$ cat config.mk
export PLATFORM = sky130hd
export DESIGN_NAME = reaction_seq_ctrl
export DESIGN_NICKNAME = d
export VERILOG_FILES = /design/src/rtl/reaction_seq_ctrl.sv
export SDC_FILE = /design/constraint.sdc
export NUM_CORES = 1
export LEC_CHECK = 0
export CELL_PAD_IN_SITES_DETAIL_PLACEMENT = 0
export CELL_PAD_IN_SITES_GLOBAL_PLACEMENT = 1
export CORE_MARGIN = 2
export CORE_UTILIZATION = 46
export CTS_CLUSTER_DIAMETER = 100
export DETAILED_ROUTE_END_ITERATION = 8
export PLACE_DENSITY_LB_ADDON = 0.1
export REMOVE_ABC_BUFFERS = 1
export SYNTH_ARGS = -nofsm -noshare
export SYNTH_HDL_FRONTEND = slang
export SYNTH_SLANG_ARGS = --single-unit
$ cat constraint.sdc
create_clock -name clk -period 3.7 [get_ports clk]
set_clock_uncertainty 0.05 [all_clocks]
set_input_delay 0.925 -clock clk [delete_from_list [all_inputs] [get_ports clk]]
set_output_delay 0.925 -clock clk [all_outputs]
set_load 0.01 [all_outputs]
$ cat src/rtl/reaction_seq_ctrl.sv
// Reaction-timer sequencer. It runs a pseudo-random pre-stimulus wait, lights the LED,
// then counts the response in ms and latches the outcome: valid, early or timeout.
module reaction_seq_ctrl #(
  parameter int TICK_DIV    = 100000,
  parameter int MIN_WAIT_MS = 2000,
  parameter int WAIT_BITS   = 13,
  parameter int TIMEOUT_MS  = 1000
) (
  input  logic        clk,
  input  logic        rst,
  input  logic        start,
  input  logic        stop,
  input  logic        clear,
  output logic        led,
  output logic [13:0] ms_count,
  output logic [13:0] result,
  output logic        done,
  output logic        cheat,
  output logic        timeout,
  output logic [1:0]  disp_sel
);

  localparam int PW = (TICK_DIV > 1) ? $clog2(TICK_DIV) : 1;

  typedef enum logic [1:0] {S_IDLE, S_WAIT, S_STIM, S_DONE} state_t;

  state_t        state, state_n;
  logic [15:0]   lfsr, lfsr_n;
  logic [PW-1:0] presc, presc_n;
  logic          tick;
  logic [13:0]   wait_cnt, wait_cnt_n, wait_target, wait_target_n;
  logic [13:0]   ms_count_n, result_n;
  logic          led_n, done_n, cheat_n, timeout_n;
  logic [1:0]    disp_sel_n;

  assign tick   = (presc == PW'(TICK_DIV - 1));
  // Taps 16,14,13,11 in right-shift form; a nonzero seed never reaches zero
  assign lfsr_n = {lfsr[0] ^ lfsr[2] ^ lfsr[3] ^ lfsr[5], lfsr[15:1]};

  always_ff @(posedge clk or posedge rst) begin
    if (rst) begin
      state       <= S_IDLE;
      lfsr        <= 16'hACE1;
      presc       <= '0;
      wait_cnt    <= '0;
      wait_target <= '0;
      ms_count    <= '0;
      result      <= '0;
      led         <= 1'b0;
      done        <= 1'b0;
      cheat       <= 1'b0;
      timeout     <= 1'b0;
      disp_sel    <= 2'd0;
    end else begin
      state       <= state_n;
      lfsr        <= lfsr_n;
      presc       <= presc_n;
      wait_cnt    <= wait_cnt_n;
      wait_target <= wait_target_n;
      ms_count    <= ms_count_n;
      result      <= result_n;
      led         <= led_n;
      done        <= done_n;
      cheat       <= cheat_n;
      timeout     <= timeout_n;
      disp_sel    <= disp_sel_n;
    end
  end

  always_comb begin
    state_n       = state;
    presc_n       = tick ? '0 : presc + 1'b1;
    wait_cnt_n    = wait_cnt;
    wait_target_n = wait_target;
    ms_count_n    = ms_count;
    result_n      = result;
    led_n         = led;
    done_n        = done;
    cheat_n       = cheat;
    timeout_n     = timeout;
    disp_sel_n    = disp_sel;
    if (clear) begin
      state_n    = S_IDLE;
      ms_count_n = '0;
      result_n   = '0;
      led_n      = 1'b0;
      done_n     = 1'b0;
      cheat_n    = 1'b0;
      timeout_n  = 1'b0;
      disp_sel_n = 2'd0;
    end else begin
      case (state)
        S_IDLE: if (start) begin
          state_n       = S_WAIT;
          disp_sel_n    = 2'd1;
          wait_target_n = 14'(MIN_WAIT_MS) + 14'(lfsr[WAIT_BITS-1:0]);
          wait_cnt_n    = '0;
          presc_n       = '0;
        end
        S_WAIT: if (stop) begin
          state_n    = S_DONE;
          result_n   = 14'd9999;
          cheat_n    = 1'b1;
          done_n     = 1'b1;
          led_n      = 1'b0;
          disp_sel_n = 2'd2;
        end else if (tick) begin
          wait_cnt_n = wait_cnt + 14'd1;
          if (wait_cnt + 14'd1 == wait_target) begin
            state_n    = S_STIM;
            ms_count_n = '0;
            led_n      = 1'b1;
            disp_sel_n = 2'd2;
            presc_n    = '0;
          end
        end
        // stop beats a coincident tick, so the partial ms is never counted
        S_STIM: if (stop) begin
          state_n  = S_DONE;
          result_n = ms_count;
          done_n   = 1'b1;
          led_n    = 1'b0;
        end else if (tick) begin
          ms_count_n = ms_count + 14'd1;
          if (ms_count + 14'd1 == 14'(TIMEOUT_MS)) begin
            state_n   = S_DONE;
            result_n  = 14'(TIMEOUT_MS);
            timeout_n = 1'b1;
            done_n    = 1'b1;
            led_n     = 1'b0;
          end
        end
        default: ;
      endcase
    end
  end

endmodule

==> impl_metrics.env, run 1 <==
export IMPL_status="complete, no violations"
export IMPL_gp_congestion=0.893
export IMPL_synth_largest_area_cell="dfrtp_1"
export IMPL_root_buffer="clkbuf_16"
export IMPL_crit_family="simple AND/OR/NAND/NOR gates"
export IMPL_antenna_cells=0
export IMPL_cts_tree="built"
export IMPL_critical_path_endpoint_type="flip-flop"
export IMPL_maxSlewHeadroom=0.555
export IMPL_initial_core_util=0.470
export IMPL_cp_start_kind="flip-flop"
export IMPL_fin_util=0.547
export IMPL_p_leak_uw=0.00260
export IMPL_grt_usage=0.224
export IMPL_setup_viol=0
export IMPL_grt_pass1_vias=4380
export IMPL_chipHeight_um=112
export IMPL_post_place_ws_ns=0.350
export IMPL_internal_power_uw=2140
export IMPL_antenna_found_initial=0
export IMPL_setup_slack_ns=0.314
export IMPL_synthSimpleGateAreaFrac=0.215
export IMPL_netSwitchingPower_uw=1130
export IMPL_routed_wl_mm=13.1
export IMPL_postCtsResizedCells=0
export IMPL_clockBufferDepth=2
export IMPL_fillCellCount=1023
export IMPL_place_inst=741
export IMPL_via_count=4392
export IMPL_synth_seq_cells=97
export IMPL_crit_fanout=8
export IMPL_peakVddDrop_v=0.000415
export IMPL_synth_seq_area_share=0.456
export IMPL_synth_edf_count=0
export IMPL_grt_overflow=0
export IMPL_die_w_um=112
export IMPL_synthCells=575
export IMPL_clk_latency_ns=0.35
export IMPL_avgSynthCellArea_um2=9.29
export IMPL_hold_class="reg -> reg"
export IMPL_synth_top_family_by_area="simple AND/OR/NAND/NOR gates"
export IMPL_synthFlopType="dfrtp_1"
export IMPL_max_freq_mhz=295
export IMPL_cts_sinks=97
export IMPL_cts_made_buffers=9
export IMPL_synthArstFlopShare=1.00
export IMPL_ant_nets=0
export IMPL_period_needed_ns=3.39
export IMPL_cts_setup_buffers=0
export IMPL_drc=0
export IMPL_synth_fa_ha_area_frac=0.0187
export IMPL_power_share_clock=0.295
export IMPL_core_area_um2=11400
export IMPL_cpPeakStageDelay_ns=0.71
export IMPL_worstPathCellList="ha_1 -> nand3_1 -> or3_1 -> a22oi_1 -> o2111ai_1 -> or4b_1 -> a2111o_1 -> a221oi_2"
export IMPL_synth_xor_area_frac=0.0667
export IMPL_synth_top_area_frac=0.417
export IMPL_instances_no_fill=757
export IMPL_worst_pin_slew_ns=0.666
export IMPL_ff2ff_setup_slack_ns=0.31
export IMPL_port_buffers=38
export IMPL_grt_max_degree=48
export IMPL_synth_mux_area_frac=0.0300
export IMPL_layout_drive_gt1_share=0.101
export IMPL_grt_pass1_wl_mm=22.6
export IMPL_clk_pin_slew_ns=0.07
export IMPL_maxCapViolCount=0
export IMPL_swShare=0.346
export IMPL_arrival_ns=3.59
export IMPL_finalCritPeriodShare=0.915
export IMPL_crit_type="reg -> reg"
export IMPL_routedWlPerCell_um=17.3
export IMPL_drt_initial_drc_count=371
export IMPL_dieArea_um2=12500
export IMPL_yosys_warnings=0
export IMPL_crit_buf_inv=0
export IMPL_rows=39
export IMPL_worst_path_max_delay_cell="or4b_1"
export IMPL_p_per_area_nw_per_um2=527
export IMPL_netlist_area_um2=5340
export IMPL_nNetsFinal=622
export IMPL_yosysUniqueCellTypes=70
export IMPL_rsz0062_at_grt="no"
export IMPL_yosys_top_cells_area="dfrtp_1, nand2_1, o21ai_0"
export IMPL_tns_ns=0
export IMPL_dr_pass1_iters=7
export IMPL_dp_hpwl_mm=9.13
export IMPL_combPwrFrac=0.289
export IMPL_seqPwrFrac=0.417
export IMPL_viasPerCell=5.80
export IMPL_syn2layout_area_growth_pct=16.3
export IMPL_synth_compound_area_frac=0.170
export IMPL_yosysMostFrequentCell="dfrtp_1"
export IMPL_timing_final_hold_violations=0
export IMPL_slew_viol_final=0
export IMPL_cts_hold_buf=0
export IMPL_synth_top_cells_by_count="dfrtp_1, nand2_1, o21ai_0"
export IMPL_worstPathRequired_ns=3.91
export IMPL_ioPinCount=39
export IMPL_cts_htree_levels=3
## logic make-up (layout without fill, tap and decap cells)
logic type / Yosys count / in the layout
simple gates: 222 / 222
compound gates: 136 / 136
flops: 97 / 97
buf+inv: 58 / 97
xor+xnor: 39 / 39
mux: 15 / 15
fa+ha+maj: 8 / 8
## worst paths after layout
path | cells past startpoint | startpoint | to
setup / recovery | 8 | wait_cnt[0] | ms_count[7]
hold / removal | 0 | lfsr[14] | lfsr[13]
setup reg to reg | 8 | wait_cnt[0] | ms_count[7]
hold reg to reg | 0 | lfsr[14] | lfsr[13]
max in group asynchronous | 3 | rst | lfsr[13]
min in group asynchronous | 2 | rst | result[12]
## worst register-to-register path, stage by stage, from the launching register on
cell	delay (ns)
dfrtp_1	0.47
ha_1	0.32
nand3_1	0.23
or3_1	0.43
a22oi_1	0.18
o2111ai_1	0.17
or4b_1	0.71
a2111o_1	0.47
a221oi_2	0.26
## power by group through the flow
stage | sequential, µW | clock, µW | combinational (µW)
finish | 1370 | 965 | 946
CTS | 1370 | 990 | 949
detailed placement | 1390 | 0 | 946
global route | 1400 | 1030 | 1060
global placement | 1380 | 0 | 934
floorplan | 1370 | 0 | 594
## final cells by class
type | count | area, µm² | area share
flip-flops and latches | 97 | 2440 | 0.392
multi-input cells | 420 | 2670 | 0.430
inverters | 26 | 100 | 0.0161
clock inverters | 5 | 62.6 | 0.0101
clock buffers | 11 | 243 | 0.0390
repair buffers | 55 | 520 | 0.0837
well taps | 143 | 179 | 0.0288
## stage by stage
stage | instance area, µm² | total power (µW) | hold WS [ns]
floorplan | 5210 | 1960 | 0.283
detailed placement | 5910 | 2330 | 0.288
global route | 6220 | 3480 | 0.319
CTS | 6220 | 3310 | 0.317
global placement | 5910 | 2310 | 0.288
finish | 6220 | 3280 | 0.314
## metal layers
layer / vias to the layer above / track usage / share of wire
met4: 0 / 0.0790 / 0.016
met5: - / 0 / 0
met1: 2132 / 0.336 / 0.50
met3: 14 / 0.0376 / 0.044
li1: 2147 / - / -
met2: 99 / 0.327 / 0.44
## cells in the final DEF, fill, tap and decap left out, types with 4 or more instances in the layout
cell type / synthesis / final
a21o_1: 4 / 4
a21oi_1: 22 / 22
a22o_1: 11 / 11
a311oi_1: 5 / 5
and3_1: 4 / 4
and4_1: 5 / 5
buf_4: 3 / 16
clkbuf_16: 0 / 9
clkdlybuf4s50_1: 0 / 38
dfrtp_1: 89 / 89
dfstp_2: 8 / 8
ha_1: 8 / 8
inv_1: 25 / 24
mux2_2: 8 / 8
mux2i_1: 7 / 7
nand2_1: 66 / 66
nand2b_1: 5 / 5
nand3_1: 26 / 26
nand4_1: 10 / 10
nor2_1: 40 / 40
nor3_1: 14 / 14
nor4_1: 8 / 8
o211ai_1: 9 / 9
o21ai_0: 47 / 47
o31ai_1: 5 / 5
or2_2: 5 / 5
or3_1: 13 / 13
or4_1: 4 / 4
xnor2_1: 16 / 16
xor2_1: 22 / 22
## flip-flops by register name, summed over array words and instances (netlist names)
| signal | count |
|---|---|
| presc | 17 |
| lfsr | 16 |
| ms_count | 14 |
| result | 14 |
| wait_cnt | 14 |
| wait_target | 14 |
| disp_sel | 2 |
| state | 2 |
| cheat | 1 |
| done | 1 |
| led | 1 |
| timeout | 1 |
Power figures use the tool's default switching activity.
==> inputs of run 2 (changes only) <==
--- a/config.mk
+++ b/config.mk
@@ -11,6 +11,7 @@
 export CORE_UTILIZATION = 46
 export CTS_CLUSTER_DIAMETER = 100
 export DETAILED_ROUTE_END_ITERATION = 8
+export GPL_TIMING_DRIVEN = 0
 export PLACE_DENSITY_LB_ADDON = 0.1
 export REMOVE_ABC_BUFFERS = 1
 export SYNTH_ARGS = -nofsm -noshare
==> run 2 against run 1 <==
Effect of this change:
- clock-buffer cell count fell by 1
- global-route usage fell by 0.46 points
- total power rose by 1.2%
- register-to-register slack got worse by 0.06 ns
- worst setup slack got worse by 0.061 ns
- critical path depth did not move
- cell count fell by 1.6%
- sequential cell count did not move
- non-clock buffer count fell by 12
- via count fell by 0.98%
- combinational power fell by 2.3%
- cell area fell by 0.32%
- critical path type unchanged
- critical endpoint unchanged
- largest power group unchanged
==> impl_metrics.env, run 2 (same netlist as run 1, synthesis figures left out) <==
export IMPL_most_common_layout_cells="dfrtp_1, nand2_1, o21ai_0, nor2_1, clkdlybuf4s50_1"
export IMPL_timing_final_hold_violations=0
export IMPL_worstPathRequired_ns=3.90
export IMPL_crit_type="reg -> reg"
export IMPL_cts_htree_levels=3
export IMPL_ant_nets=0
export IMPL_gp_congestion=0.864
export IMPL_port_buffers=38
export IMPL_die_w_um=112
export IMPL_worst_pin_slew_ns=1.08
export IMPL_hold_class="reg -> reg"
export IMPL_largest_register="presc"
export IMPL_antenna_found_initial=0
export IMPL_finalCritPeriodShare=0.932
export IMPL_drc=0
export IMPL_max_freq_mhz=290
export IMPL_critical_path_endpoint_type="flip-flop"
export IMPL_initial_core_util=0.470
export IMPL_fin_util=0.545
export IMPL_largest_reg_flops=17
export IMPL_viasPerCell=5.84
export IMPL_place_inst=725
export IMPL_core_area_um2=11400
export IMPL_period_needed_ns=3.45
export IMPL_crit_fanout=13
export IMPL_routedWlPerCell_um=17.6
export IMPL_grt_overflow=0
export IMPL_maxCapViolCount=0
export IMPL_cts_tree="built"
export IMPL_grt_pass1_wl_mm=22.1
export IMPL_grt_pass1_vias=4248
export IMPL_top_regs="presc x17, lfsr x16"
export IMPL_clockBufferDepth=2
export IMPL_dp_hpwl_mm=8.72
export IMPL_grt_max_degree=65
export IMPL_rows=39
export IMPL_post_dp_cell_area_um2=5810
export IMPL_maxSlewHeadroom=0.282
export IMPL_root_buffer="clkbuf_16"
export IMPL_chipHeight_um=112
export IMPL_slew_viol_final=0
export IMPL_cts_made_buffers=9
export IMPL_ff2ff_setup_slack_ns=0.25
export IMPL_clk_pin_slew_ns=0.07
export IMPL_final_common_cell="dfrtp_1"
export IMPL_routed_wl_mm=13.1
export IMPL_peakVddDrop_v=0.000371
export IMPL_dieArea_um2=12500
export IMPL_antenna_cells=0
export IMPL_r2r_cells=8
export IMPL_cts_sinks=97
export IMPL_status="complete, no violations"
export IMPL_setup_viol=0
export IMPL_ioPinCount=39
export IMPL_final_area_um2=6200
export IMPL_arrival_ns=3.65
export IMPL_via_count=4349
export IMPL_nNetsFinal=610
export IMPL_worst_path_max_delay_cell="or4b_4"
export IMPL_cpPeakStageDelay_ns=0.67
export IMPL_syn2layout_area_growth_pct=15.9
export IMPL_dr_pass1_iters=7
export IMPL_layout_drive_gt1_share=0.0963
export IMPL_drt_initial_drc_count=386
export IMPL_min_delay_path_depth=0
export IMPL_worstPathCellList="ha_2 -> nand3_2 -> or3_1 -> a22oi_1 -> o2111ai_1 -> or4b_4 -> a2111o_1 -> a221oi_2"
export IMPL_p_leak_uw=0.00257
export IMPL_cp_start_kind="flip-flop"
export IMPL_grt_usage=0.219
export IMPL_whs_ns=0.303
export IMPL_clk_latency_ns=0.35
export IMPL_p_per_area_nw_per_um2=535
export IMPL_instances_no_fill=745
export IMPL_rsz0062_at_grt="no"
[run 2: layout make-up]
type	instances	area (µm²)
clock buffer	10	229
clock inverter	6	90.1
fill	1056	5170
inverter	26	104
multi-input combinational	420	2720
sequential	97	2440
tap	143	179
timing repair buffer	43	440
[run 2: layer usage]
metal	wire [µm]	vias to the layer above	global-route usage
met4	110	0	0.0551
met5	0	-	0
li1	-	2126	-
met3	569	9	0.0397
met1	6520	2124	0.330
met2	5890	90	0.328
[run 2: path summary, 6_finish.rpt]
check	to	start
max	ms_count[7]	wait_cnt[0]
min	lfsr[13]	lfsr[14]
max reg2reg	ms_count[7]	wait_cnt[0]
min reg2reg	lfsr[13]	lfsr[14]
max in group asynchronous	lfsr[10]	rst
min in group asynchronous	ms_count[8]	rst
[run 2: worst max-delay path, delay by kind of cell, from the launching register on]
| family | cells | cell delay, ns |
|---|---|---|
| compound gates | 4 | 1.17 |
| simple gates | 3 | 1.34 |
| flops | 1 | 0.48 |
| fa+ha+maj | 1 | 0.30 |
[run 2: timing repair]
item,in CTS,in global routing
hold buffers,0,0
pin swaps,1,0
endpoints found under the setup margin,48,38
cloned,0,0
setup buffers,4,0
resized for setup,5,5
[run 2: power breakdown]
part           switching, µW  internal [µW]  leakage, µW
clock                    425            597     0.000153
sequential               163           1210      0.00129
combinational            557            367      0.00113
[run 2: metrics by stage]
| stage | worst slack [ns] | TNS (ns) | power [µW] |
|---|---|---|---|
| 5_1_grt | 0.0474 | 0 | 3520 |
| 3_5_place_dp | -1.37 | -34.42 | 2300 |
| 4_1_cts | 0.000595 | 0 | 3340 |
| 2_1_floorplan | 0.205 | 0 | 1960 |
| 6_report | 0.253 | 0 | 3310 |
| 3_3_place_gp | -1.36 | -157.13 | 2270 |
==> RTL change 1: new RTL, settings of run 1 <==
Register the output `result` once more, with the module's reset; this adds one clock of latency there. The other outputs are not delayed to match.
--- a/src/rtl/reaction_seq_ctrl.sv
+++ b/src/rtl/reaction_seq_ctrl.sv
@@ -24,6 +24,8 @@
 
   typedef enum logic [1:0] {S_IDLE, S_WAIT, S_STIM, S_DONE} state_t;
 
+  logic [13:0] result_s0;
+
   state_t        state, state_n;
   logic [15:0]   lfsr, lfsr_n;
   logic [PW-1:0] presc, presc_n;
@@ -45,7 +47,7 @@
       wait_cnt    <= '0;
       wait_target <= '0;
       ms_count    <= '0;
-      result      <= '0;
+      result_s0   <= '0;
       led         <= 1'b0;
       done        <= 1'b0;
       cheat       <= 1'b0;
@@ -58,7 +60,7 @@
       wait_cnt    <= wait_cnt_n;
       wait_target <= wait_target_n;
       ms_count    <= ms_count_n;
-      result      <= result_n;
+      result_s0   <= result_n;
       led         <= led_n;
       done        <= done_n;
       cheat       <= cheat_n;
@@ -73,7 +75,7 @@
     wait_cnt_n    = wait_cnt;
     wait_target_n = wait_target;
     ms_count_n    = ms_count;
-    result_n      = result;
+    result_n      = result_s0;
     led_n         = led;
     done_n        = done;
     cheat_n       = cheat;
@@ -135,5 +137,13 @@
     end
   end
 
+  always_ff @(posedge clk or posedge rst) begin
+    if (rst) begin
+      result <= '0;
+    end else begin
+      result <= result_s0;
+    end
+  end
+
 endmodule
 
Function: changed (a bounded check fails within 4 cycles, from zero or initial values and one cycle with rst high).
==> RTL change 1 against run 1 <==
Sequential cell count rose by 14. Power rose by 12%. Area after synthesis rose by 3.9%. Core utilization fell by 1.3 points. Cell area rose by 2.2%. Critical endpoint is now result_s0[5]. Global-route usage fell by 1.3 points. Setup slack improved by 0.033 ns. Sequential share of layout area rose by 4.7 points. Sequential power rose by 18%. Wire length fell by 3.5%.
==> RTL change 1: results (changes against run 1) <==
* Crit path DAT at 3.53 ns (was 3.59 ns)
* Maximum VDD drop at 0.342 mV (was 0.415 mV)
* Slowest CP cell: a2111oi_1 (was or4b_1)
* Vias in the first global route at 4120 (was 4380)
* Lkg Pwr at 2.73 nW (was 2.60 nW)
* FILL cells at 1078 (was 1023)
* Met1 WL at 6.36 mm (was 6.52 mm)
* GRT Overall Usage at 21.1% (was 22.4%)
* Vias at 4276 (was 4392)
* Logic gate share of total power at 30.0% (was 28.9%)
* Area Growth Syn to Fin at 14.4% (was 16.3%)
* Placed Cells at 736 (was 741)
* Max-slew headroom at 26.8% (was 55.5%)
* P_sw at 1.32 mW (was 1.13 mW)
* Status: finished, final reports clean (unchanged)
* Top Family by Delay on Critical Path: compound AO/OA/AOI/OAI gates (was simple AND/OR/NAND/NOR gates)
* Crit-path max cell delay at 0.57 ns (was 0.71 ns)
* Global-route wire length before repair at 21.6 mm (was 22.6 mm)
* Nets at 613 (was 622)
* HPWL Detailed at 8.73 mm (was 9.13 mm)
* Routed length per instance at 16.8 microns (was 17.3 microns)
* 1st-iter DRT viols at 356 (was 371)
* Synth unique cells at 57 (was 70)
* Pre-CTS WS at 0.312 ns (was 0.350 ns)
* Routability cong. at 0.802 (was 0.893)
* Worst Path Max Fanout at 12 (was 8)
* GR Layer Usage met3 at 4.36% (was 3.76%)
* Dominant cells by area after synthesis: dfrtp_1, dfstp_2, nor2_1 (was dfrtp_1, nand2_1, o21ai_0)
* Cells on worst reg2reg path at 10 (was 8)
* Share of layout cells above drive strength 1 at 8.43% (was 10.1%)
==> RTL change 1: final cells by class <==
cell class / instances / share of cell area [%]
Tap cell: 147 / 2.90
Clock inverter: 6 / 0.886
Inverter: 13 / 0.808
Clock buffer: 10 / 3.60
Multi-Input combinational cell: 416 / 40.4
Timing Repair Buffer: 49 / 7.48
Sequential cell: 111 / 43.9
==> RTL change 1: worst paths after layout <==
kind / from / slack, ns / endpoint
worst max register to register: presc[0] / 0.35 / result_s0[5]
worst min register to register: lfsr[14] / 0.30 / lfsr[13]
min in group asynchronous: rst / 0.88 / result[0]
worst max-delay path: presc[0] / 0.35 / result_s0[5]
max in group asynchronous: rst / 2.07 / wait_cnt[10]
worst min-delay path: lfsr[14] / 0.30 / lfsr[13]
==> RTL change 1: cells by family after synthesis <==
logic type	Yosys count	share of synthesized area [%]
AOI/OAI and AO/OA	113	12.3
buffers and inverters	48	3.49
and+or+nand+nor	232	21.5
adders and majority gates	8	1.80
muxes	23	4.31
xor gates and xnor gates	40	6.31
DFF	111	50.2
==> RTL change 2: new RTL, config.mk and constraints of run 1 <==
Made on the original files. Set the parameter `TICK_DIV` to 50000 (it was 100000).
--- a/src/rtl/reaction_seq_ctrl.sv
+++ b/src/rtl/reaction_seq_ctrl.sv
@@ -1,7 +1,7 @@
 // Reaction-timer sequencer. It runs a pseudo-random pre-stimulus wait, lights the LED,
 // then counts the response in ms and latches the outcome: valid, early or timeout.
 module reaction_seq_ctrl #(
-  parameter int TICK_DIV    = 100000,
+  parameter int TICK_DIV    = 50000,
   parameter int MIN_WAIT_MS = 2000,
   parameter int WAIT_BITS   = 13,
   parameter int TIMEOUT_MS  = 1000
Behaviour: same outputs for any inputs over 10 cycles, from zero or initial values and one cycle with rst high; that may be too few to reach the edited logic, so the function may still have changed.
==> RTL change 2 against run 1 <==
Sequential power down 6%. Cell area down 0.44%. Sequential cell count down 1. Non-clock buffer count down 4. Area after synthesis up 1.3%. Via count up 1.5%. Synthesized cell count up 0.35%. Wire length about the same. Setup slack better by 0.23 ns. Power down 2.5%.
==> RTL change 2: results (changes against run 1) <==
* RR Startpoint: ms_count[0] (was wait_cnt[0])
* FILL cells at 1042 (was 1023)
* Top Family by Delay on Critical Path: compound AO/OA/AOI/OAI gates (was simple AND/OR/NAND/NOR gates)
* Slew @ Worst Pin at 1.09 ns (was 0.666 ns)
* Routability cong. at 0.811 (was 0.893)
* Met1 WL at 6.68 mm (was 6.52 mm)
* 1st-iter DRT viols at 263 (was 371)
* HPWL Detailed at 8.95 mm (was 9.13 mm)
* Via density at 5.95 (was 5.80)
* Slowest CP cell: o311ai_0 (was or4b_1)
* Reg-to-reg slack, setup at 0.54 ns (was 0.31 ns)
* Maximum VDD drop at 0.458 mV (was 0.415 mV)
* Worst Path Max Fanout at 10 (was 8)
* Crit-path max cell delay at 0.77 ns (was 0.71 ns)
* Register area share after synthesis at 44.5% (was 45.6%)
* Dominant cells by area after synthesis: dfrtp_1, xnor2_1, nand2_1 (was dfrtp_1, nand2_1, o21ai_0)
* Vias in the first global route at 4222 (was 4380)
* Status: finished, final reports clean (unchanged)
* Share of layout cells above drive strength 1 at 9.90% (was 10.1%)
* Nets at 614 (was 622)
* Global-route wire length before repair at 22.1 mm (was 22.6 mm)
* Drt first pass iters at 5 (was 7)
* Lkg Pwr at 2.53 nW (was 2.60 nW)
* List of most frequent post-synthesis cells: dfrtp_1, nand2_1, o21ai_0 (unchanged)
* Routed WL at 13.1 mm (about the same)
* Largest net degree at the start of global routing at 54 (was 48)
RTL change 2: worst max-delay path by stage:
stage	startpoint	slack, ns	cells past startpoint	to
4_1_cts	presc[5]	0.60	6	led
5_1_grt	ms_count[0]	0.22	8	led
6_report	ms_count[0]	0.54	8	led
3_5_place_dp	presc[0]	0.61	7	led
2_1_floorplan	rst	0.23	1	cheat
3_3_place_gp	presc[5]	0.67	6	led
RTL change 2: stage by stage:
stage	utilization [%]	hold slack [ns]	instance area [sq um]	instances	setup WS [ns]
detailed placement	51.5	0.296	5910	733	0.608
CTS	54.0	0.313	6190	749	0.595
floorplan	-	0.283	5240	539	0.233
global placement	51.5	0.287	5910	733	0.673
global route	54.0	0.324	6190	749	0.225
finish	54.0	0.312	6190	749	0.542
RTL change 2: cell type report:
type / count / area, sq um / area share, %
Multi-Input combinational cell: 429 / 2770 / 44.8
Sequential cell: 96 / 2410 / 39.0
Clock buffer: 10 / 239 / 3.86
Clock inverter: 6 / 42.5 / 0.687
Inverter: 14 / 55.1 / 0.890
Tap cell: 143 / 179 / 2.89
Timing Repair Buffer: 51 / 490 / 7.93
RTL change 2: kinds of logic (layout without fill, tap and decap cells):
logic type	count (synthesis)	after routing	share of synthesized area (%)
AOI/OAI and AO/OA	143	143	18.3
xor gates and xnor gates	41	41	6.63
adders and majority gates	8	8	1.85
buffers and inverters	52	81	4.30
DFF	96	96	44.5
muxes	5	5	1.04
and+or+nand+nor	232	232	23.3
RTL change 2: metal layers:
metal | vias to the layer above | track usage [%]
li1 | 2153 | -
met5 | - | 0
met3 | 17 | 3.08
met2 | 72 | 31.6
met4 | 0 | 7.32
met1 | 2217 | 33.0
RTL change 2: power breakdown:
group | total, mW | internal [mW] | switching, mW | leakage, nW
combinational | 1.01 | 0.394 | 0.619 | 1.11
clock | 0.893 | 0.475 | 0.417 | 0.135
sequential | 1.29 | 1.17 | 0.116 | 1.28
total | 3.19 | 2.04 | 1.15 | 2.53
RTL change 2: worst reg2reg max path: stages (launching register included):
cell and delay (ns):
dfrtp_1 0.51, ha_1 0.44, nand4_1 0.22, nor3_1 0.27
and4b_1 0.24, o21ai_0 0.07, o311ai_0 0.77, a21oi_1 0.17
a211o_1 0.30
